`src/rtl/mem_xfer_ctrl_pkg.sv`:
```
// Shared types and default sizes for the memory transfer controller.
package mem_xfer_ctrl_pkg;

  localparam int DefDw    = 8;
  localparam int DefAw    = 4;
  localparam int DefDepth = 16;

  typedef enum logic [2:0] {
    StIdle   = 3'd0,
    StWr     = 3'd1,
    StRdAddr = 3'd2,
    StRdWait = 3'd3,
    StTxReq  = 3'd4,
    StTxWait = 3'd5,
    StDoneWr = 3'd6,
    StDoneRd = 3'd7
  } state_e;

endpackage

```
`src/rtl/mem_xfer_ctrl_idx.sv`:
```
// Word index counter shared by the write and read passes.
// last_o flags the final word so DEPTH == 2**AW never needs an extra bit.
module mem_xfer_ctrl_idx #(
  parameter int AW    = 4,
  parameter int DEPTH = 16
) (
  input  logic          clk_i,
  input  logic          rst_ni,
  input  logic          clr_i,
  input  logic          inc_i,
  output logic [AW-1:0] idx_o,
  output logic          last_o
);

  localparam logic [AW-1:0] LastIdx = AW'(DEPTH - 1);

  logic [AW-1:0] idx_q;
  logic [AW-1:0] idx_d;

  // Clear has priority over increment so a new pass always starts at word 0.
  always_comb begin
    idx_d = idx_q;
    if (clr_i) begin
      idx_d = '0;
    end else if (inc_i) begin
      idx_d = idx_q + AW'(1);
    end
  end

  // Index register, cleared on reset.
  always_ff @(posedge clk_i or negedge rst_ni) begin
    if (!rst_ni) begin
      idx_q <= '0;
    end else begin
      idx_q <= idx_d;
    end
  end

  assign idx_o  = idx_q;
  assign last_o = (idx_q == LastIdx);

endmodule

```
`src/rtl/mem_xfer_ctrl.sv`:
```
// Responder for the start/done handshake: fills the RAM with a seeded
// pattern on start_wr_i, or reads it back and streams it to the UART on start_rd_i.
module mem_xfer_ctrl
  import mem_xfer_ctrl_pkg::*;
#(
  parameter int DW    = DefDw,
  parameter int AW    = DefAw,
  parameter int DEPTH = DefDepth
) (
  input  logic          clk_i,
  input  logic          rst_ni,
  input  logic          start_wr_i,
  input  logic          start_rd_i,
  input  logic [DW-1:0] seed_i,
  output logic          done_wr_o,
  output logic          done_rd_o,
  output logic          busy_o,
  output logic [AW-1:0] mem_addr_o,
  output logic          mem_we_o,
  output logic [DW-1:0] mem_wdata_o,
  input  logic [DW-1:0] mem_rdata_i,
  output logic          tx_start_o,
  output logic [DW-1:0] tx_data_o,
  input  logic          tx_done_i
);

  state_e        state_q;
  state_e        state_d;
  logic [DW-1:0] seed_q;
  logic [DW-1:0] txData_q;
  logic [AW-1:0] idx;
  logic          idxLast;
  logic          idxClr;
  logic          idxInc;
  logic          seedLoad;
  logic          txLoad;

  mem_xfer_ctrl_idx #(
    .AW    (AW),
    .DEPTH (DEPTH)
  ) u_idx (
    .clk_i  (clk_i),
    .rst_ni (rst_ni),
    .clr_i  (idxClr),
    .inc_i  (idxInc),
    .idx_o  (idx),
    .last_o (idxLast)
  );

  // Next-state and control decode; write wins when both starts arrive together.
  always_comb begin
    state_d  = state_q;
    idxClr   = 1'b0;
    idxInc   = 1'b0;
    seedLoad = 1'b0;
    txLoad   = 1'b0;
    case (state_q)
      StIdle: begin
        if (start_wr_i) begin
          seedLoad = 1'b1;
          idxClr   = 1'b1;
          state_d  = StWr;
        end else if (start_rd_i) begin
          idxClr  = 1'b1;
          state_d = StRdAddr;
        end
      end
      StWr: begin
        if (idxLast) begin
          state_d = StDoneWr;
        end else begin
          idxInc = 1'b1;
        end
      end
      StRdAddr: state_d = StRdWait;
      StRdWait: begin
        txLoad  = 1'b1;
        state_d = StTxReq;
      end
      StTxReq:  state_d = StTxWait;
      StTxWait: begin
        if (tx_done_i) begin
          if (idxLast) begin
            state_d = StDoneRd;
          end else begin
            idxInc  = 1'b1;
            state_d = StRdAddr;
          end
        end
      end
      StDoneWr: state_d = StIdle;
      StDoneRd: state_d = StIdle;
      default:  state_d = StIdle;
    endcase
  end

  // State, seed and transmit byte registers; the byte is held until the next read.
  always_ff @(posedge clk_i or negedge rst_ni) begin
    if (!rst_ni) begin
      state_q  <= StIdle;
      seed_q   <= '0;
      txData_q <= '0;
    end else begin
      state_q <= state_d;
      if (seedLoad) begin
        seed_q <= seed_i;
      end
      if (txLoad) begin
        txData_q <= mem_rdata_i;
      end
    end
  end

  assign busy_o      = (state_q != StIdle);
  assign mem_we_o    = (state_q == StWr);
  assign mem_addr_o  = idx;
  assign mem_wdata_o = (state_q == StWr) ? (seed_q + DW'(idx)) : '0;
  assign tx_start_o  = (state_q == StTxReq);
  assign tx_data_o   = txData_q;
  assign done_wr_o   = (state_q == StDoneWr);
  assign done_rd_o   = (state_q == StDoneRd);

endmodule

```
`config.mk`:
```
export PLATFORM = sky130hd
export DESIGN_NAME = mem_xfer_ctrl
export DESIGN_NICKNAME = d
export VERILOG_FILES = /design/src/rtl/mem_xfer_ctrl_pkg.sv /design/src/rtl/mem_xfer_ctrl_idx.sv /design/src/rtl/mem_xfer_ctrl.sv
export SDC_FILE = /design/constraint.sdc
export NUM_CORES = 1
export LEC_CHECK = 0
export CAP_MARGIN = 20
export CORE_MARGIN = 4
export CORE_UTILIZATION = 40
export DETAILED_ROUTE_END_ITERATION = 12
export PLACE_DENSITY = 0.76
export SYNTH_ARGS = -nofsm -noshare
export SYNTH_HDL_FRONTEND = slang
export SYNTH_SLANG_ARGS = --single-unit
```
`constraint.sdc`:
```
create_clock -name clk_i -period 2.2 [get_ports clk_i]
set_clock_uncertainty 0.1 [all_clocks]
set_input_delay 0.44 -clock clk_i [delete_from_list [all_inputs] [get_ports clk_i]]
set_output_delay 0.44 -clock clk_i [all_outputs]
set_load 0.1 [all_outputs]
```
==> Word-level counts from Yosys, hierarchy flattened <==
Cells that the tools add are included.
{ "word_totals": {"elab_cells": 40, "output_inout_bits": 25, "latchBits": 0, "mem_bits_ro": 0, "ram_bits": 0, "regBits": 23, "inputBits": 21, "n_memories": 0} }
{ "op_classes": {"n_reduce_logical": 5, "bitwise_logic": 0, "n_shift": 0, "n_lt_le_gt_ge": 0, "n_mux": 18, "multipliers": 0, "add_sub_neg": 2, "n_eq_ne": 11, "div_mod_pow": 0} }
{ "ops": {"columns": ["operator", "count"], "rows": [
  ["$pmux 3 s7", 1],
  ["$mux 3", 5],
  ["$eq 3x3->1 const B", 4],
  ["$add 8x4->8", 1],
  ["$mux 1", 8],
  ["$mux 4", 2],
  ["$mux 8", 1],
  ["$eq 3x2->1 const B", 2],
  ["$add 4x1->4 const B", 1],
  ["$eq 4x4->1 const B", 1],
  ["$eq 3x1->1 const B", 1],
  ["$logic_not 3->1", 1],
  ["$ne 3x3->1 const B", 1],
  ["$reduce_and 3->1", 1],
  ["$reduce_bool 3->1", 1],
  ["$ne 2x1->1 const B", 1],
  ["$ne 2x2->1 const B", 1],
  ["$pmux 1 s2", 1],
  ["$reduce_bool 2->1", 1],
  ["$reduce_or 2->1", 1]
]} }

==> Logic depth before layout (Yosys ltp) <==
Gate-level depths: netlist (run 1).
{ "logic_depth": {"depth_word": 6, "ltp_mapped": 6, "depth_no_buf": 6} }

==> By module <==
From an unflattened synthesis (run 1), not the netlist that was laid out.
{ "unflattened": {"hier_cells": 112, "area_unflattened_um2": 1322.5} }
{ "modules_own_cells": {"columns": ["mod", "cells_per_inst", "seq_area_each_um2", "n_inst", "area_each_um2"], "rows": [
  ["mem_xfer_ctrl", 95, 475.5, 1, 1123.6],
  ["mem_xfer_ctrl_idx", 17, 100.1, 1, 198.9]
]} }

==> Least setup slack after synthesis (run 1) <==
Ideal clock, no wire load.
{ "synth_path": {"kind": "flip-flop to output port", "startpoint": "register u_idx.idx_q[2] (netlist: u_idx.idx_o[2])", "endpoint": "output mem_wdata_o[7]", "slack_ns": -1.770, "arrival_ns": 3.430, "path_buffers": 0, "t_required_ns": 1.660, "stages_incl_launch_ff": 6, "path_cell_list": "dfrtp_1 > ha_1 > o211ai_1 > a2bb2oi_1 > or3_1 > a21oi_1"} }
{ "synth_via": {"elab_chain_len": 2} }
{ "synth_rtl": {"columns": ["item", "line_no", "rtl"], "rows": [
  ["from (decl)", "mem_xfer_ctrl_idx.sv:17", "logic [AW-1:0] idx_q;"],
  ["from (signal assigned)", "mem_xfer_ctrl_idx.sv:35", "idx_q <= idx_d;"],
  ["$add 8x4->8", "mem_xfer_ctrl.sv:117", "assign mem_wdata_o = (state_q == StWr) ? (seed_q + DW'(idx)) : '0;"],
  ["$mux 8", "mem_xfer_ctrl.sv:117", null],
  ["to (decl)", "mem_xfer_ctrl.sv:20", "output logic [DW-1:0] mem_wdata_o,"]
]} }
Every way passes these cells.

==> Final worst setup path (run 1) <==
{ "layout_path": {"startpoint": "register u_idx.idx_q[0] (netlist: u_idx.idx_o[0])", "endpoint": "output mem_wdata_o[4]"} }
The elaborated chain is that of the path after synthesis.

==> results_dict.tcl, run 1 <==
set metrics [dict create \
    status "complete, but fails checks" \
    violations "setup timing" \
    tightest_slew_ns 0.597 \
    grt_use_total 0.165 \
    hold_class "in -> async" \
    synthXorXnorAreaFrac 0.0412 \
    fin_nets 210 \
    worstPathCellList "ha_4 -> fa_2 -> a21o_1 -> a21oi_2 -> xor2_2 -> nor2_4 -> buf_12" \
    io_buffers 45 \
    synth-simple-area-share 0.144 \
    dr.pass1.iters 4 \
    cap_violations 0 \
    seqCellArea_um2 591 \
    routed_wl_um 3320 \
    arrival_ns 2.21 \
    rsz0062_at_grt "true" \
    avgViaCountPerCell 5.07 \
    antenna_cells 0 \
    cts_num_sinks 23 \
    crit_end "mem_wdata_o[4]" \
    first_global_vias 1231 \
    synth_flop_cell "dfrtp_1" \
    synth-adder-area-share 0.0648 \
    place_worst_setup_slack_ns -0.210 \
    yosysTopAreaCell "dfrtp_1" \
    synth.top_cell.area_share 0.451 \
    avgSynthCellArea_um2 10.8 \
    synth.distinct_cells 34 \
    num_vias 1145 \
    finalSetupViolCount 7 \
    grt.overflow.total 0 \
    synth_nets 145 \
    ant_nets 0 \
    worst-setup-path-type "reg -> out" \
    rows 20 \
    end_kind "output pin" \
    r2r_slack_ns 0.35 \
    netlist_top_cells_area "dfrtp_1 45%, mux2_2 14%, ha_1 4.9%" \
    die-area_mm2 0.00415 \
    worst_slack_ns -0.554 \
    synth_top_family_by_area "multiplexers" \
    hpwl_um 2610 \
    start_kind "flip-flop" \
    grt_max_degree 15 \
    grt_pass1_wl_um 5420 \
    synth_commonest_cells "23 x dfrtp_1, 16 x mux2_2, 11 x nor2_1" \
    antenna_found_initial 0 \
    crit_fanout 3 \
    drive_above_1_share 0.549 \
    cts-root-buf "clkbuf_4" \
    ys_ff_latch 23 \
    syn_area_mm2 0.00127 \
    fill_cells 218 \
    drcViolationCount 0 \
    post-route-min-period_ns 2.75 \
    gp_congestion 0.898 \
    cts_made_buffers 3 \
    async_flop_share 1.00 \
    dieWidth_um 64.5 \
    min_period_over_period 1.25 \
    utilization 0.748 \
    cts_tree "done" \
    dpl_cell_area_mm2 0.00213 \
    ff2ff_path_depth 5 \
    die_h_um 64.5 \
    dr.first_iter.drc_count 32 \
    cts_buffer_depth 2 \
    seq_area_frac_synth 0.451 \
    finalHoldViolations 0 \
    fmax_ghz 0.363 \
    path_clk_slew_ns 0.13 \
    synth_most_common_cell "dfrtp_1" \
    synth-edff-count 0 \
    ctsHoldBuffers 0 \
    yosys_warnings 0 \
    multi_input_area_um2 866 \
    start_util 0.418 \
    r2r_end "seed_q[5]" \
    ios 46 \
    synth-compound-area-share 0.118 \
    htreeDepth 1 \
    wl_per_cell_um 14.7 \
    syn_inst 118 \
    syn2layout_area_growth_pct 79.0 \
    critPathMaxStageDelay_ns 0.51 \
    cp_slowest_cell "dfrtp_4" \
    synth.area.mux_share 0.149 \
    core_area_mm2 0.00305 \
    slew_headroom 0.601 \
    crit-reg2reg-launch "state_q[1]" \
    clk_latency_ns 0.31 \
    startpoint "u_idx.idx_o[0]" \
    stdcell_area_mm2 0.00228 \
    drv_slew 0 \
    crit_required_ns 1.66 \
]
-- through the flow --
stage,TNS [ns],hold WS [ns],instances
4_1_cts,-2.74,0.401,224
3_3_place_gp,-0.528,0.390,218
5_1_grt,-3.32,0.429,226
6_report,-2.77,0.387,226
3_5_place_dp,-0.667,0.399,218
2_1_floorplan,-2.43,0.0444,118
-- what timing repair did --
action / 4_1_cts / 5_1_grt
pin swaps: 15 / 13
setup endpoints to repair: 8 / 9
gates resized for setup: 9 / 6
setup buffers: 2 / 2
-- cells in the final DEF (no fill, tap or decap), drive strengths merged, types with 2 or more instances in the layout --
cell	count
a211oi	3
a21o	2
a21oi	7
and2	2
and3	2
buf	45
clkbuf	3
clkdlybuf4s50	20
dfrtp	23
ha	5
inv	2
mux2	16
nand2	5
nand3	5
nor2	12
o21ai	6
or3	2
xor2	5
-- kinds of logic after synthesis --
logic type               Yosys count
AND/OR/NAND/NOR                   34
buffers and inverters              8
XOR/XNOR                           6
adder cells (fa/ha/maj)            6
flip-flops                        23
multiplexers                      17
AO/OA/AOI/OAI                     24
-- state kept, by name (all words and copies together) (netlist names) --
signal,count
u_idx.idx_o,4
tx_data_o,8
seed_q,8
state_q,3
-- worst min-delay path by stage --
stage,start,to,slack [ns],cells past startpoint
global route,rst_ni,u_idx.idx_o[2],0.43,1
finish,rst_ni,tx_data_o[4],0.39,1
floorplan,rst_ni,seed_q[0],0.04,0
global placement,tx_data_o[6],tx_data_o[6],0.39,1
detailed placement,tx_data_o[1],tx_data_o[1],0.40,1
CTS,rst_ni,tx_data_o[4],0.40,1
-- cell type report --
| type | instances | share of cell area |
|---|---|---|
| Timing Repair Buffer | 65 | 0.319 |
| Clock inverter | 1 | 0.00219 |
| Inverter | 3 | 0.00658 |
| Sequential cell | 23 | 0.259 |
| Clock buffer | 3 | 0.00987 |
| Tap cell | 44 | 0.0241 |
| Multi-Input combinational cell | 87 | 0.379 |
-- metal layers --
| metal | vias up | share of wire | track usage | wire, um |
|---|---|---|---|---|
| met1 | 564 | 0.39 | 0.183 | 1310 |
| met5 | - | 0 | 0 | 0 |
| met4 | 0 | 0.0069 | 0.0501 | 23 |
| met2 | 32 | 0.54 | 0.308 | 1800 |
| met3 | 4 | 0.056 | 0.0416 | 185 |
| li1 | 545 | - | - | - |
-- worst max-delay path, delay by kind of cell (launching register included) --
family                     cells  cell delay [ns]
adders and majority gates      2             0.56
xor gates and xnor gates       1             0.21
AOI/OAI and AO/OA              2             0.39
DFF                            1             0.51
buffers and inverters          1             0.16
and+or+nand+nor                1             0.06
Power of run 1 is not shown: default switching activity piles up to over one toggle a cycle in this logic, so the estimate is an artifact.
==> inputs of run 2 (changes only) <==
Settings changed: CORE_UTILIZATION 40 to 25, PLACE_DENSITY 0.76 to default.
==> run 2 against run 1 <==
Register-to-register slack lost 0.05 ns; critical path depth unchanged; flip-flop and latch count stayed put; wire length decreased by 0.39%; setup slack better by 0.12 ns; non-clock buffer count down 2; cell count is 9.3% higher; die area grew 52%; first-iteration DRC count shrank 41%; global-route usage fell by 6.0 points; via count down 1.4%; worst hold slack better by 0.025 ns; the run still ends with setup timing left.
==> results_dict.tcl, run 2 (synthesis results as in run 1) <==
set metrics [dict create \
    die-area_mm2 0.00631 \
    fin_nets 208 \
    wl_per_cell_um 13.4 \
    num_vias 1129 \
    cts-root-buf "clkbuf_8" \
    die_h_um 79.4 \
    mostFrequentLayoutCells "27 x buf_4, 20 x clkdlybuf4s50_1, 19 x dfrtp_1, 16 x mux2_2, 14 x buf_12" \
    end_kind "output pin" \
    finalHoldViolations 0 \
    final_common_cell "buf_4" \
    start_util 0.265 \
    grt_use_total 0.106 \
    io_buffers 45 \
    finalSetupViolCount 7 \
    status "complete, but fails checks" \
    hpwl_um 2610 \
    routed_wl_um 3310 \
    drcViolationCount 0 \
    syn2layout_area_growth_pct 80.9 \
    final.setup.tns_ns -1.99 \
    grt_max_degree 24 \
    start_kind "flip-flop" \
    crit_fanout 3 \
    dpl_cell_area_mm2 0.00214 \
    cts_num_sinks 23 \
    grt_pass1_wl_um 5210 \
    worst_slack_ns -0.430 \
    first_global_vias 1144 \
    ios 46 \
    ant_nets 0 \
    dr.pass1.iters 4 \
    utilization 0.479 \
    violations "setup timing" \
    cts_buffer_depth 2 \
    dieWidth_um 79.4 \
    dp_cells 239 \
    gp_congestion 0.771 \
    cap_violations 0 \
    final_cells 247 \
    path_clk_slew_ns 0.09 \
    arrival_ns 2.09 \
    min_path_cells 1 \
    min_period_over_period 1.20 \
    core_area_mm2 0.00482 \
    fmax_ghz 0.380 \
    tightest_slew_ns 0.443 \
    post-route-min-period_ns 2.63 \
    dr.first_iter.drc_count 19 \
    crit_required_ns 1.66 \
    drv_slew 0 \
    rsz0062_at_grt "true" \
    slew_headroom 0.703 \
    antenna_cells 0 \
    hold_class "reg -> reg" \
    htreeDepth 1 \
    worst-setup-path-type "reg -> out" \
    clk_latency_ns 0.26 \
    ff2ff_path_depth 4 \
    antenna_found_initial 0 \
    rows 25 \
    avgViaCountPerCell 4.57 \
    cts_made_buffers 3 \
    grt.overflow.total 0 \
    drive_above_1_share 0.533 \
    stdcell_area_mm2 0.00231 \
    cts_tree "done" \
]
-- run 2: repair_timing --
action | CTS | global route
endpoints found under the setup margin | 7 | 8
setup buffers | 0 | 4
gates resized for setup | 7 | 5
gates cloned | 0 | 0
hold endpoints to repair | 0 | 0
hold buffers | 0 | 0
pin swaps | 16 | 7
-- run 2: layout make-up --
cell class / instances / area, um^2
Clock buffer: 3 / 41.3
Clock inverter: 1 / 5.00
Fill cell: 450 / 2510
Inverter: 3 / 15.0
Multi-Input combinational cell: 87 / 865
Sequential cell: 23 / 591
Tap cell: 67 / 83.8
Timing Repair Buffer: 63 / 706
-- run 2: worst paths after layout --
kind | startpoint | to | slack [ns]
max | u_idx.idx_o[0] | mem_wdata_o[6] | -0.43
min | tx_data_o[6] | tx_data_o[6] | 0.41
max reg2reg | state_q[0] | seed_q[0] | 0.30
min reg2reg | tx_data_o[6] | tx_data_o[6] | 0.41
max in group asynchronous | rst_ni | u_idx.idx_o[2] | 1.30
min in group asynchronous | rst_ni | state_q[2] | 0.44
-- run 2: layer usage --
layer	vias to the layer above	track usage	wire [um]
li1	541	-	-
met1	542	0.130	1430
met2	40	0.173	1590
met3	6	0.0282	227
met4	0	0.0464	65
met5	-	0	0
-- run 2: critical path, stage by stage (launching register included) --
cell,delay (ns)
dfrtp_4,0.49
ha_4,0.17
fa_2,0.38
a211o_1,0.28
o2111ai_2,0.08
xor2_2,0.11
nor2_4,0.14
buf_12,0.18
-- run 2: stage by stage --
step,worst slack [ns],hold slack (ns)
CTS,-0.478,0.416
finish,-0.430,0.412
detailed placement,-0.220,0.394
global placement,-0.181,0.393
floorplan,-0.516,0.0444
global route,-0.510,0.441
Power of run 2 is left out for the same reason.
